File: config.mk
export PLATFORM = sky130hd
export DESIGN_NAME = dcache_ufp_responder_flat
export DESIGN_NICKNAME = d
export VERILOG_FILES = /design/src/rtl/dcache_ufp_responder_if.sv /design/src/rtl/dcache_ufp_responder.sv /design/src/flat_wrapper.sv
export SDC_FILE = /design/constraint.sdc
export NUM_CORES = 2
export LEC_CHECK = 0
export BUFFER_PORTS_ARGS = -buffer_cell sky130_fd_sc_hd__buf_4
export CAP_MARGIN = 10
export CELL_PAD_IN_SITES_DETAIL_PLACEMENT = 1
export CELL_PAD_IN_SITES_GLOBAL_PLACEMENT = 2
export CORE_MARGIN = 2
export CORE_UTILIZATION = 43
export CTS_CLUSTER_SIZE = 10
export DETAILED_ROUTE_END_ITERATION = 12
export GPL_ROUTABILITY_DRIVEN = 0
export PLACE_DENSITY = 0.76
export SLEW_MARGIN = 20
export SYNTH_ARGS = -nofsm -noshare
export SYNTH_HDL_FRONTEND = slang
export SYNTH_MEMORY_MAX_BITS = 65536
export SYNTH_SLANG_ARGS = --single-unit
File: constraint.sdc
create_clock -name clk -period 14.6 [get_ports clk]
set_input_delay 0 -clock clk [delete_from_list [all_inputs] [get_ports clk]]
set_output_delay 0 -clock clk [all_outputs]
set_load 0.005 [all_outputs]
File: src/rtl/dcache_ufp_responder_if.sv
`default_nettype none
// ============================================================================
//  Module   : dcache_ufp_responder_if
//  Purpose  : Bundles the LSQ-side request port (ufp_*) and the memory-side
//             line port (dfp_*) of the data cache.
//  Modports : slave  - the cache (responds on ufp_*, requests on dfp_*)
//             master - the environment (LSQ arbiter + memory)
//  Signals  : ufp_addr/rmask/wmask/wdata -> cache, ufp_rdata/resp <- cache
//             dfp_addr/read/write/wdata  <- cache, dfp_rdata/resp -> cache
//  Revision : 1.0 - initial release
// ============================================================================
interface dcache_ufp_responder_if;
  logic [31:0]  ufp_addr;
  logic [3:0]   ufp_rmask;
  logic [3:0]   ufp_wmask;
  logic [31:0]  ufp_wdata;
  logic [31:0]  ufp_rdata;
  logic         ufp_resp;

  logic [31:0]  dfp_addr;
  logic         dfp_read;
  logic         dfp_write;
  logic [255:0] dfp_wdata;
  logic [255:0] dfp_rdata;
  logic         dfp_resp;

  modport slave (
    input  ufp_addr, ufp_rmask, ufp_wmask, ufp_wdata,
    output ufp_rdata, ufp_resp,
    output dfp_addr, dfp_read, dfp_write, dfp_wdata,
    input  dfp_rdata, dfp_resp
  );

  modport master (
    output ufp_addr, ufp_rmask, ufp_wmask, ufp_wdata,
    input  ufp_rdata, ufp_resp,
    input  dfp_addr, dfp_read, dfp_write, dfp_wdata,
    output dfp_rdata, dfp_resp
  );
endinterface
`default_nettype wire

File: src/rtl/dcache_ufp_responder.sv
`default_nettype none
// ============================================================================
//  Module   : dcache_ufp_responder
//  Purpose  : Direct-mapped, write-back, write-allocate data cache with
//             flop-based 256-bit lines. Latches single-cycle LSQ requests,
//             resolves hit/miss, evicts dirty victims and fills over dfp_*.
//  Ports    : clk, rst_n (async, active-low)
//             bus        - dcache_ufp_responder_if.slave (ufp_* / dfp_*)
//             hit_count, miss_count, wb_count - performance counters
//  Config   : SETS (power of two >= 2)
//             DCACHE_PERF_EN - when defined, builds the three counters;
//             otherwise the counter ports are tied to zero.
//  Revision : 1.0 - initial release
// ============================================================================
module dcache_ufp_responder #(
  parameter int SETS = 16
) (
  input  logic                  clk,
  input  logic                  rst_n,
  dcache_ufp_responder_if.slave bus,
  output logic [31:0]           hit_count,
  output logic [31:0]           miss_count,
  output logic [31:0]           wb_count
);
  localparam int IW = $clog2(SETS);
  localparam int TW = 27 - IW;

  typedef enum logic [1:0] {
    S_IDLE      = 2'd0,
    S_TAG       = 2'd1,
    S_WRITEBACK = 2'd2,
    S_ALLOCATE  = 2'd3
  } state_e;

  state_e          state_q;
  logic [31:2]     addr_q;
  logic [3:0]      wmask_q;
  logic [31:0]     wdata_q;
  logic [SETS-1:0] valid_q;
  logic [SETS-1:0] dirty_q;
  logic [255:0]    data_q [SETS];
  logic [TW-1:0]   tag_q  [SETS];

  logic [IW-1:0]   w_idx;
  logic [TW-1:0]   w_tag;
  logic [TW-1:0]   w_vtag;
  logic [255:0]    w_line;
  logic [7:0]      w_bit_off;
  logic [31:0]     w_word_data;
  logic [31:0]     w_merged;
  logic [255:0]    w_line_merged;
  logic            w_hit;
  logic            w_is_wr;
  logic            w_victim_dirty;
  logic            w_unused;

  // Byte offset is irrelevant: the full aligned word is always returned.
  assign w_unused       = ^bus.ufp_addr[1:0];

  assign w_idx          = addr_q[4+IW:5];
  assign w_tag          = addr_q[31:5+IW];
  assign w_bit_off      = {addr_q[4:2], 5'b0};
  assign w_line         = data_q[w_idx];
  assign w_vtag         = tag_q[w_idx];
  assign w_word_data    = w_line[w_bit_off +: 32];
  assign w_hit          = valid_q[w_idx] && (w_vtag == w_tag);
  // Any nonzero write mask makes the access a store, even if rmask is set.
  assign w_is_wr        = |wmask_q;
  assign w_victim_dirty = valid_q[w_idx] && dirty_q[w_idx];

  always_comb begin
    w_merged = w_word_data;
    for (int b = 0; b < 4; b++) begin
      if (wmask_q[b]) w_merged[8*b +: 8] = wdata_q[8*b +: 8];
    end
    w_line_merged = w_line;
    w_line_merged[w_bit_off +: 32] = w_merged;
  end

  // Outputs decode only registered state, so reset drops them asynchronously
  // and nothing on ufp_* reaches ufp_resp combinationally.
  always_comb begin
    bus.ufp_resp  = (state_q == S_TAG) && w_hit;
    bus.ufp_rdata = ((state_q == S_TAG) && w_hit && !w_is_wr) ? w_word_data : 32'h0;
    bus.dfp_read  = (state_q == S_ALLOCATE);
    bus.dfp_write = (state_q == S_WRITEBACK);
    bus.dfp_addr  = 32'h0;
    bus.dfp_wdata = '0;
    if (state_q == S_WRITEBACK) begin
      bus.dfp_addr  = {w_vtag, w_idx, 5'b0};
      bus.dfp_wdata = w_line;
    end else if (state_q == S_ALLOCATE) begin
      bus.dfp_addr  = {w_tag, w_idx, 5'b0};
    end
  end

`ifdef DCACHE_PERF_EN
  logic [31:0] hit_count_q;
  logic [31:0] miss_count_q;
  logic [31:0] wb_count_q;
  logic        fill_retry_q;  // next TAG visit is the post-fill retry
`endif

  always_ff @(posedge clk or negedge rst_n) begin
    if (!rst_n) begin
      state_q <= S_IDLE;
      addr_q  <= '0;
      wmask_q <= '0;
      wdata_q <= '0;
      valid_q <= '0;
      dirty_q <= '0;
`ifdef DCACHE_PERF_EN
      hit_count_q  <= '0;
      miss_count_q <= '0;
      wb_count_q   <= '0;
      fill_retry_q <= 1'b0;
`endif
    end else begin
      case (state_q)
        S_IDLE: begin
          if ((|bus.ufp_rmask) || (|bus.ufp_wmask)) begin
            addr_q  <= bus.ufp_addr[31:2];
            wmask_q <= bus.ufp_wmask;
            wdata_q <= bus.ufp_wdata;
            state_q <= S_TAG;
          end
        end
        S_TAG: begin
          if (w_hit) begin
            if (w_is_wr) dirty_q[w_idx] <= 1'b1;
            state_q <= S_IDLE;
`ifdef DCACHE_PERF_EN
            if (!fill_retry_q) hit_count_q <= hit_count_q + 32'd1;
            fill_retry_q <= 1'b0;
`endif
          end else begin
            state_q <= w_victim_dirty ? S_WRITEBACK : S_ALLOCATE;
`ifdef DCACHE_PERF_EN
            miss_count_q <= miss_count_q + 32'd1;
`endif
          end
        end
        S_WRITEBACK: begin
          if (bus.dfp_resp) begin
            dirty_q[w_idx] <= 1'b0;
            state_q        <= S_ALLOCATE;
`ifdef DCACHE_PERF_EN
            wb_count_q <= wb_count_q + 32'd1;
`endif
          end
        end
        S_ALLOCATE: begin
          if (bus.dfp_resp) begin
            valid_q[w_idx] <= 1'b1;
            dirty_q[w_idx] <= 1'b0;
            state_q        <= S_TAG;
`ifdef DCACHE_PERF_EN
            fill_retry_q <= 1'b1;
`endif
          end
        end
        default: state_q <= S_IDLE;
      endcase
    end
  end

  // Line storage carries no reset; valid bits guard its contents.
  always_ff @(posedge clk) begin
    if ((state_q == S_ALLOCATE) && bus.dfp_resp) begin
      data_q[w_idx] <= bus.dfp_rdata;
      tag_q[w_idx]  <= w_tag;
    end else if ((state_q == S_TAG) && w_hit && w_is_wr) begin
      data_q[w_idx] <= w_line_merged;
    end
  end

`ifdef DCACHE_PERF_EN
  assign hit_count  = hit_count_q;
  assign miss_count = miss_count_q;
  assign wb_count   = wb_count_q;
`else
  assign hit_count  = 32'h0;
  assign miss_count = 32'h0;
  assign wb_count   = 32'h0;
`endif

endmodule
`default_nettype wire

File: src/flat_wrapper.sv
// flat-port wrapper written by rule: the top's interface ports become plain ports
module dcache_ufp_responder_flat 
#(
  parameter int SETS = 16
)
  (clk, rst_n, hit_count, miss_count, wb_count, bus_ufp_addr, bus_ufp_rmask, bus_ufp_wmask, bus_ufp_wdata, bus_ufp_rdata, bus_ufp_resp, bus_dfp_addr, bus_dfp_read, bus_dfp_write, bus_dfp_wdata, bus_dfp_rdata, bus_dfp_resp);
  dcache_ufp_responder_if bus_i ();
  input  logic clk;
  input  logic rst_n;
  output logic [31:0] hit_count;
  output logic [31:0] miss_count;
  output logic [31:0] wb_count;
  input wire logic [$bits(bus_i.ufp_addr)-1:0] bus_ufp_addr;
  input wire logic [$bits(bus_i.ufp_rmask)-1:0] bus_ufp_rmask;
  input wire logic [$bits(bus_i.ufp_wmask)-1:0] bus_ufp_wmask;
  input wire logic [$bits(bus_i.ufp_wdata)-1:0] bus_ufp_wdata;
  output wire logic [$bits(bus_i.ufp_rdata)-1:0] bus_ufp_rdata;
  output wire logic [$bits(bus_i.ufp_resp)-1:0] bus_ufp_resp;
  output wire logic [$bits(bus_i.dfp_addr)-1:0] bus_dfp_addr;
  output wire logic [$bits(bus_i.dfp_read)-1:0] bus_dfp_read;
  output wire logic [$bits(bus_i.dfp_write)-1:0] bus_dfp_write;
  output wire logic [$bits(bus_i.dfp_wdata)-1:0] bus_dfp_wdata;
  input wire logic [$bits(bus_i.dfp_rdata)-1:0] bus_dfp_rdata;
  input wire logic [$bits(bus_i.dfp_resp)-1:0] bus_dfp_resp;
  assign bus_i.ufp_addr = bus_ufp_addr;
  assign bus_i.ufp_rmask = bus_ufp_rmask;
  assign bus_i.ufp_wmask = bus_ufp_wmask;
  assign bus_i.ufp_wdata = bus_ufp_wdata;
  assign bus_ufp_rdata = bus_i.ufp_rdata;
  assign bus_ufp_resp = bus_i.ufp_resp;
  assign bus_dfp_addr = bus_i.dfp_addr;
  assign bus_dfp_read = bus_i.dfp_read;
  assign bus_dfp_write = bus_i.dfp_write;
  assign bus_dfp_wdata = bus_i.dfp_wdata;
  assign bus_i.dfp_rdata = bus_dfp_rdata;
  assign bus_i.dfp_resp = bus_dfp_resp;
  dcache_ufp_responder #(.SETS(SETS)) u_core (.clk(clk), .rst_n(rst_n), .bus(bus_i), .hit_count(hit_count), .miss_count(miss_count), .wb_count(wb_count));
endmodule
After elaboration in Yosys (flattened, before gate mapping). Memory sizes are Yosys's and may differ from the RTL's. Cells that the tools add are included. Widths: inputs -> output; s select.

Register bits after elaboration: 100. Memory bits (writable): 4464. Input bits: 331. Memories kept: 2. Bits in latches: 0. Word-level logic and storage cells: 79. Bits in read-only memories: 0.

Memory list: u_core.data_q (depth 16, bits a word 256, read ports 1, clocked after Yosys merged registers in 0, write ports 1, RTL line dcache_ufp_responder.sv:41) `logic [255:0] data_q [SETS];`; u_core.tag_q (depth 16, bits a word 23, read ports 1, clocked after Yosys merged registers in 0, write ports 1, RTL line dcache_ufp_responder.sv:42) `logic [TW-1:0] tag_q [SETS];`.

Reductions and logical operators: 19. Shift-type cells: 3. Div/mod/pow operators: 0. Add/subtract/negate cells: 1. $mul: 0. Bitwise logic cells: 5. Equality and inequality tests: 10. $lt $le $gt $ge: 2. Mux-type cells: 31.

Operator list (count): $mux 256 (2); $bwmux 256 (1); $shift 32x10->256 const A (1); $shiftx 256x9->32 (1); $shiftx 32x10->256 (1); $mux 32 (3); $mux 16 (3); $mux 8 (4); $or 16x16->16 (2); $pmux 16 s2 (1); $eq 23x23->1 (1); $and 16x16->16 (1); $not 16->16 (1); $ne 2x1->1 const B (6); $reduce_or 4->1 (3); $neg 8->10 (1); $mux 1 (9); $bmux 1 s4 (2); $mux 2 (4); $pmux 2 s4 (1); $logic_and 1x1->1 (7); $lt 4x5->1 const B (1); $demux 1 s4 (1); $eq 2x2->1 const B (2); 11 further kinds (12).

Depth between registers and ports, before layout.
Depth in word-level cells: 9. Depth in mapped cells: 17. Depth with buffers taken out: 9.

Least setup slack after synthesis. OpenSTA, ideal clock, no wires.

Path type: register -> register. Start: register u_core.addr_q[6] in the netlist's numbering. End: memory u_core.data_q[13][0], enable pin. Data arrival time: 13.647 ns. Data required time: 13.722 ns. Buffers on the path: 3. Cell stages (with the launch flop): 12. Setup slack: 0.075 ns. Path through: dfrtp_1 > buf_6 > buf_2 > mux4_2 > mux2_2 > mux2i_1 > a2111o_1 > nor4_2 > and3_1 > a32oi_1 > buf_2 > nor2_1.

Cells in the longest elaborated chain, start to end: 9.

Ends and longest elaborated chain: start: declaration (RTL line dcache_ufp_responder.sv:36) `logic [31:2] addr_q;`; start signal: assignment (RTL line dcache_ufp_responder.sv:122) `addr_q <= bus.ufp_addr[31:2];`; $mem_v2 16x23 / $bmux 1 s4 (equally long branches); $eq 23x23->1 / $mux 1 (equally long branches) (RTL line dcache_ufp_responder.sv:66) `assign w_hit = valid_q[w_idx] && (w_vtag == w_tag);`; $logic_and 1x1->1 (RTL line dcache_ufp_responder.sv:66); $logic_and 1x1->1 (2 in series) (RTL line dcache_ufp_responder.sv:172) `end else if ((state_q == S_TAG) && w_hit && w_is_wr) begin`; $mux 1 (RTL line dcache_ufp_responder.sv:172); $mux 1 (RTL line dcache_ufp_responder.sv:169) `if ((state_q == S_ALLOCATE) && bus.dfp_resp) begin`; $mux 1 (not written as such) (RTL line dcache_ufp_responder.sv:173) `data_q[w_idx] <= w_line_merged;`; $or 1x1->1 (no line); end: declaration (RTL line dcache_ufp_responder.sv:41).

Parallel ways exist; a longest one is shown, timed or not. The select of a mux whose other input is x is not followed.

Worst setup path after layout.
Start: register u_core.addr_q[5] in the netlist's numbering. End: memory u_core.data_q[4][152], data pin.

Cells in the longest elaborated chain, start to end: 9.

Ends and longest elaborated chain: parallel branches: the longest is 8 deep, another holds $mem_v2 16x256; $mux 256 (no line) (*).

Mark *: on every way between the ends. The select of a mux whose other input is x is not followed.

==> reports/results.ini <==
[routing]
first_pass_iters=6
wl_met2_microns=317000
wl_met1_microns=251000
viasPerCell=6.29
drtIter0Drc=14000
route.detailed.drc=0
routedWlPerCell_microns=37.2
routed_wl_microns=680000
top_layer_used=met5
detail-route-antenna-nets=0
vias=115000
routed-wl-met3_microns=59000

[run_status]
status=complete, but fails checks
violations=negative hold slack

[run]
max_cap_violations=0

[logic_synthesis]
synth_edf_count=4464
ys.flop_type=edfxtp_1
ys_ff_latch=4564
syn_area_sq_um=191000
async_flop_share=0.0219
synth-warning-count=0
synth.distinct_cells=73
avgSynthCellArea_sq_um=17.5
synth-seq-area-share=0.716
synth_cells=10900

[sta]
fmax_mhz=121
min_period_over_period=0.566
maxSlewViolCount=0
hold_viol=2
rsz0062_at_grt=no
slew_headroom=0.0941
finalSetupViolCount=0
post-route-min-period_ns=8.26
finClkSkew_ns=0.0651
worst_pin_slew_ns=1.35
whs_ns=-0.00964
setup_tns_ns=0

[clocking]
cts-root-buf=clkbuf_16
clock_path_buffers=4
numClockSinks=4564
clock_latency_ns=1.07
numCtsBuffers=538
cts_tree=done
htreeDepth=6
clkTransAtPathRegs_ns=0.05

[setup_path]
critPathKind=register to register
crit_arrival_ns=8.97
critPathTopFamily=buffers and inverters
cp-start-kind=register
worstPathCellList=buf_12 -> buf_4 -> buf_4 -> buf_4 -> mux4_2 -> mux4_2 -> nor2_1 -> o21ai_1 -> nand4_1 -> nor2_1 -> a21oi_4 -> buf_4 -> mux2_2 -> o21ai_1
endpoint_kind=register
critPathSlowestCell=o21ai_1
required_ns=15.31
cpMostUsedCell=buf_4
path_buf_inv=5
cp_max_fo=89
critPathMaxStageDelay_ns=0.88

[placement]
io_buffers=646
placed_cells=17100
post_dp_cell_area_sq_um=203000
dpl.hpwl_microns=402000

[finish]
area_delta_synth_final_pct=17.0
final_area_sq_um=223000
fin_cells=18300
fin_nets=12500
drive_gt1_frac=0.269

[global_routing]
antenna_found_initial=57
grt_usage=0.298
grt_overflow=0
grt_pass1_vias=119000
grt_max_degree=123
grt_pass1_wl_microns=943000

[die]
die_x_microns=670
die_area_sq_um=449000
rows=244
die_h_microns=670
core_area_sq_um=442000
start_util=0.432
num_io_pins=750

[pwr]
vdd_drop_max_v=0.000169
pwr_density_cell_nw_per_um2=210
p_leak_nw=74.2

[min_path]
hp-class=primary input to register

layer usage:
metal / GRT usage / up-vias
met1: 0.380 / 61900
li1: - / 45600
met5: 0 / -
met3: 0.0577 / 1356
met4: 0.200 / 22
met2: 0.466 / 6151
cell families after synthesis:
logic type / share of synthesized area
AND/OR/NAND/NOR: 0.0537
adder cells (fa/ha/maj): 0.000590
flip-flops: 0.716
buffers and inverters: 0.0227
AO/OA/AOI/OAI: 0.0422
multiplexers: 0.164
other: 0.0000197
XOR/XNOR: 0.000918
worst min-delay path, cell delays in order:
cell and delay, ns:
dlygate4sd3_1 0.52, buf_4 0.15, nand2_1 0.07, o21ai_1 0.13
cell usage in the layout, fill, tap and decap left out, drive strengths merged, types with 41 or more instances in the layout:
| cell | netlist | layout |
|---|---|---|
| mux2i | 84 | 84 |
| buf | 461 | 1033 |
| clkbuf | 382 | 686 |
| nand2 | 1617 | 1617 |
| nand3 | 268 | 268 |
| edfxtp | 4464 | 4464 |
| dlygate4sd3 | 0 | 427 |
| nor2 | 489 | 489 |
| a221oi | 117 | 117 |
| mux4 | 1214 | 1214 |
| o22a | 180 | 180 |
| a21oi | 226 | 226 |
| nor3 | 41 | 41 |
| mux2 | 280 | 280 |
| o21ai | 672 | 672 |
| inv | 17 | 48 |
| dfrtp | 100 | 100 |
| conb | 1 | 101 |
cell usage after synthesis (all sizes together), types with 3 or more instances:
cell type | instances | area (sq um)
clkbuf | 382 | 1430
ha | 9 | 113
and3 | 9 | 56.3
a21oi | 226 | 1130
a22oi | 16 | 120
nand3 | 268 | 1340
and2 | 15 | 93.8
xnor2 | 10 | 87.6
xor2 | 10 | 87.6
o22ai | 8 | 50.1
mux2 | 280 | 3150
a211oi | 4 | 30.0
nor2b | 9 | 56.3
mux2i | 84 | 841
o211ai | 29 | 218
a21o | 3 | 22.5
or2 | 24 | 150
nand2 | 1617 | 6070
inv | 17 | 63.8
nor2 | 489 | 1840
nor4 | 7 | 50.1
a31oi | 11 | 68.8
nor3b | 3 | 22.5
dfrtp | 100 | 2500
o2111ai | 3 | 26.3
nand4 | 35 | 225
nor3 | 41 | 205
a311o | 14 | 140
a221oi | 117 | 1030
o21ai | 672 | 3360
a22o | 4 | 35.0
o22a | 180 | 1580
mux4 | 1214 | 27300
buf | 461 | 2830
edfxtp | 4464 | 134000
nand2b | 9 | 56.3
final cells by class:
cell class	count	area [sq um]
clock buffers	682	14300
multi-input cells	5556	51200
repair buffers	1464	12900
flip-flops and latches	4564	137000
clock inverters	68	759
fillers	40800	219000
diodes	28	70.1
inverters	17	93.8
well taps	5904	7390
per-stage QoR:
step	util	setup WS (ns)	power, mW
after floorplan	-	0.0753	26.6
after global placement	0.460	6.48	34.1
after detailed placement	0.460	6.37	34.5
after CTS	0.504	6.27	46.6
after global routing	0.505	5.85	48.1
final	0.505	6.34	46.8
worst paths after layout:
kind	startpoint	cells after the start	slack, ns	endpoint
max in group asynchronous	rst_n	5	13.07	u_core.wdata_q[9]$_DFFE_PN0P_
worst min-delay path	bus_dfp_rdata[3]	4	-0.01	u_core.data_q[3][3]$_DFFE_PP_
worst min register to register	u_core.valid_q[14]$_DFFE_PN0P_	1	0.47	u_core.valid_q[14]$_DFFE_PN0P_
worst max register to register	u_core.addr_q[5]$_DFFE_PN0P_	14	6.34	u_core.data_q[4][152]$_DFFE_PP_
worst max-delay path	u_core.addr_q[5]$_DFFE_PN0P_	14	6.34	u_core.data_q[4][152]$_DFFE_PP_
min in group asynchronous	rst_n	5	0.56	u_core.addr_q[8]$_DFFE_PN0P_
registers in the layout, indices dropped and copies added, names as in the netlist, named ones only:
register        flops
u_core.data_q    4096
u_core.addr_q      30
u_core.wdata_q     32
u_core.tag_q      368
u_core.valid_q     16
u_core.state_q      2
u_core.wmask_q      4
report_power, final:
| part | total (mW) | switching [mW] | internal [mW] |
|---|---|---|---|
| combinational | 19.1 | 12.4 | 6.76 |
| sequential | 15.6 | 0.482 | 15.1 |
| clock | 12.1 | 5.21 | 6.85 |
what timing repair did:
action                    in CTS  in global routing
gates resized for setup        0                  0
buffers inserted               0                  0
hold buffers                 421                  7
hold endpoints to repair    4124                 83
Note: power is estimated with default switching activity, not from simulation.
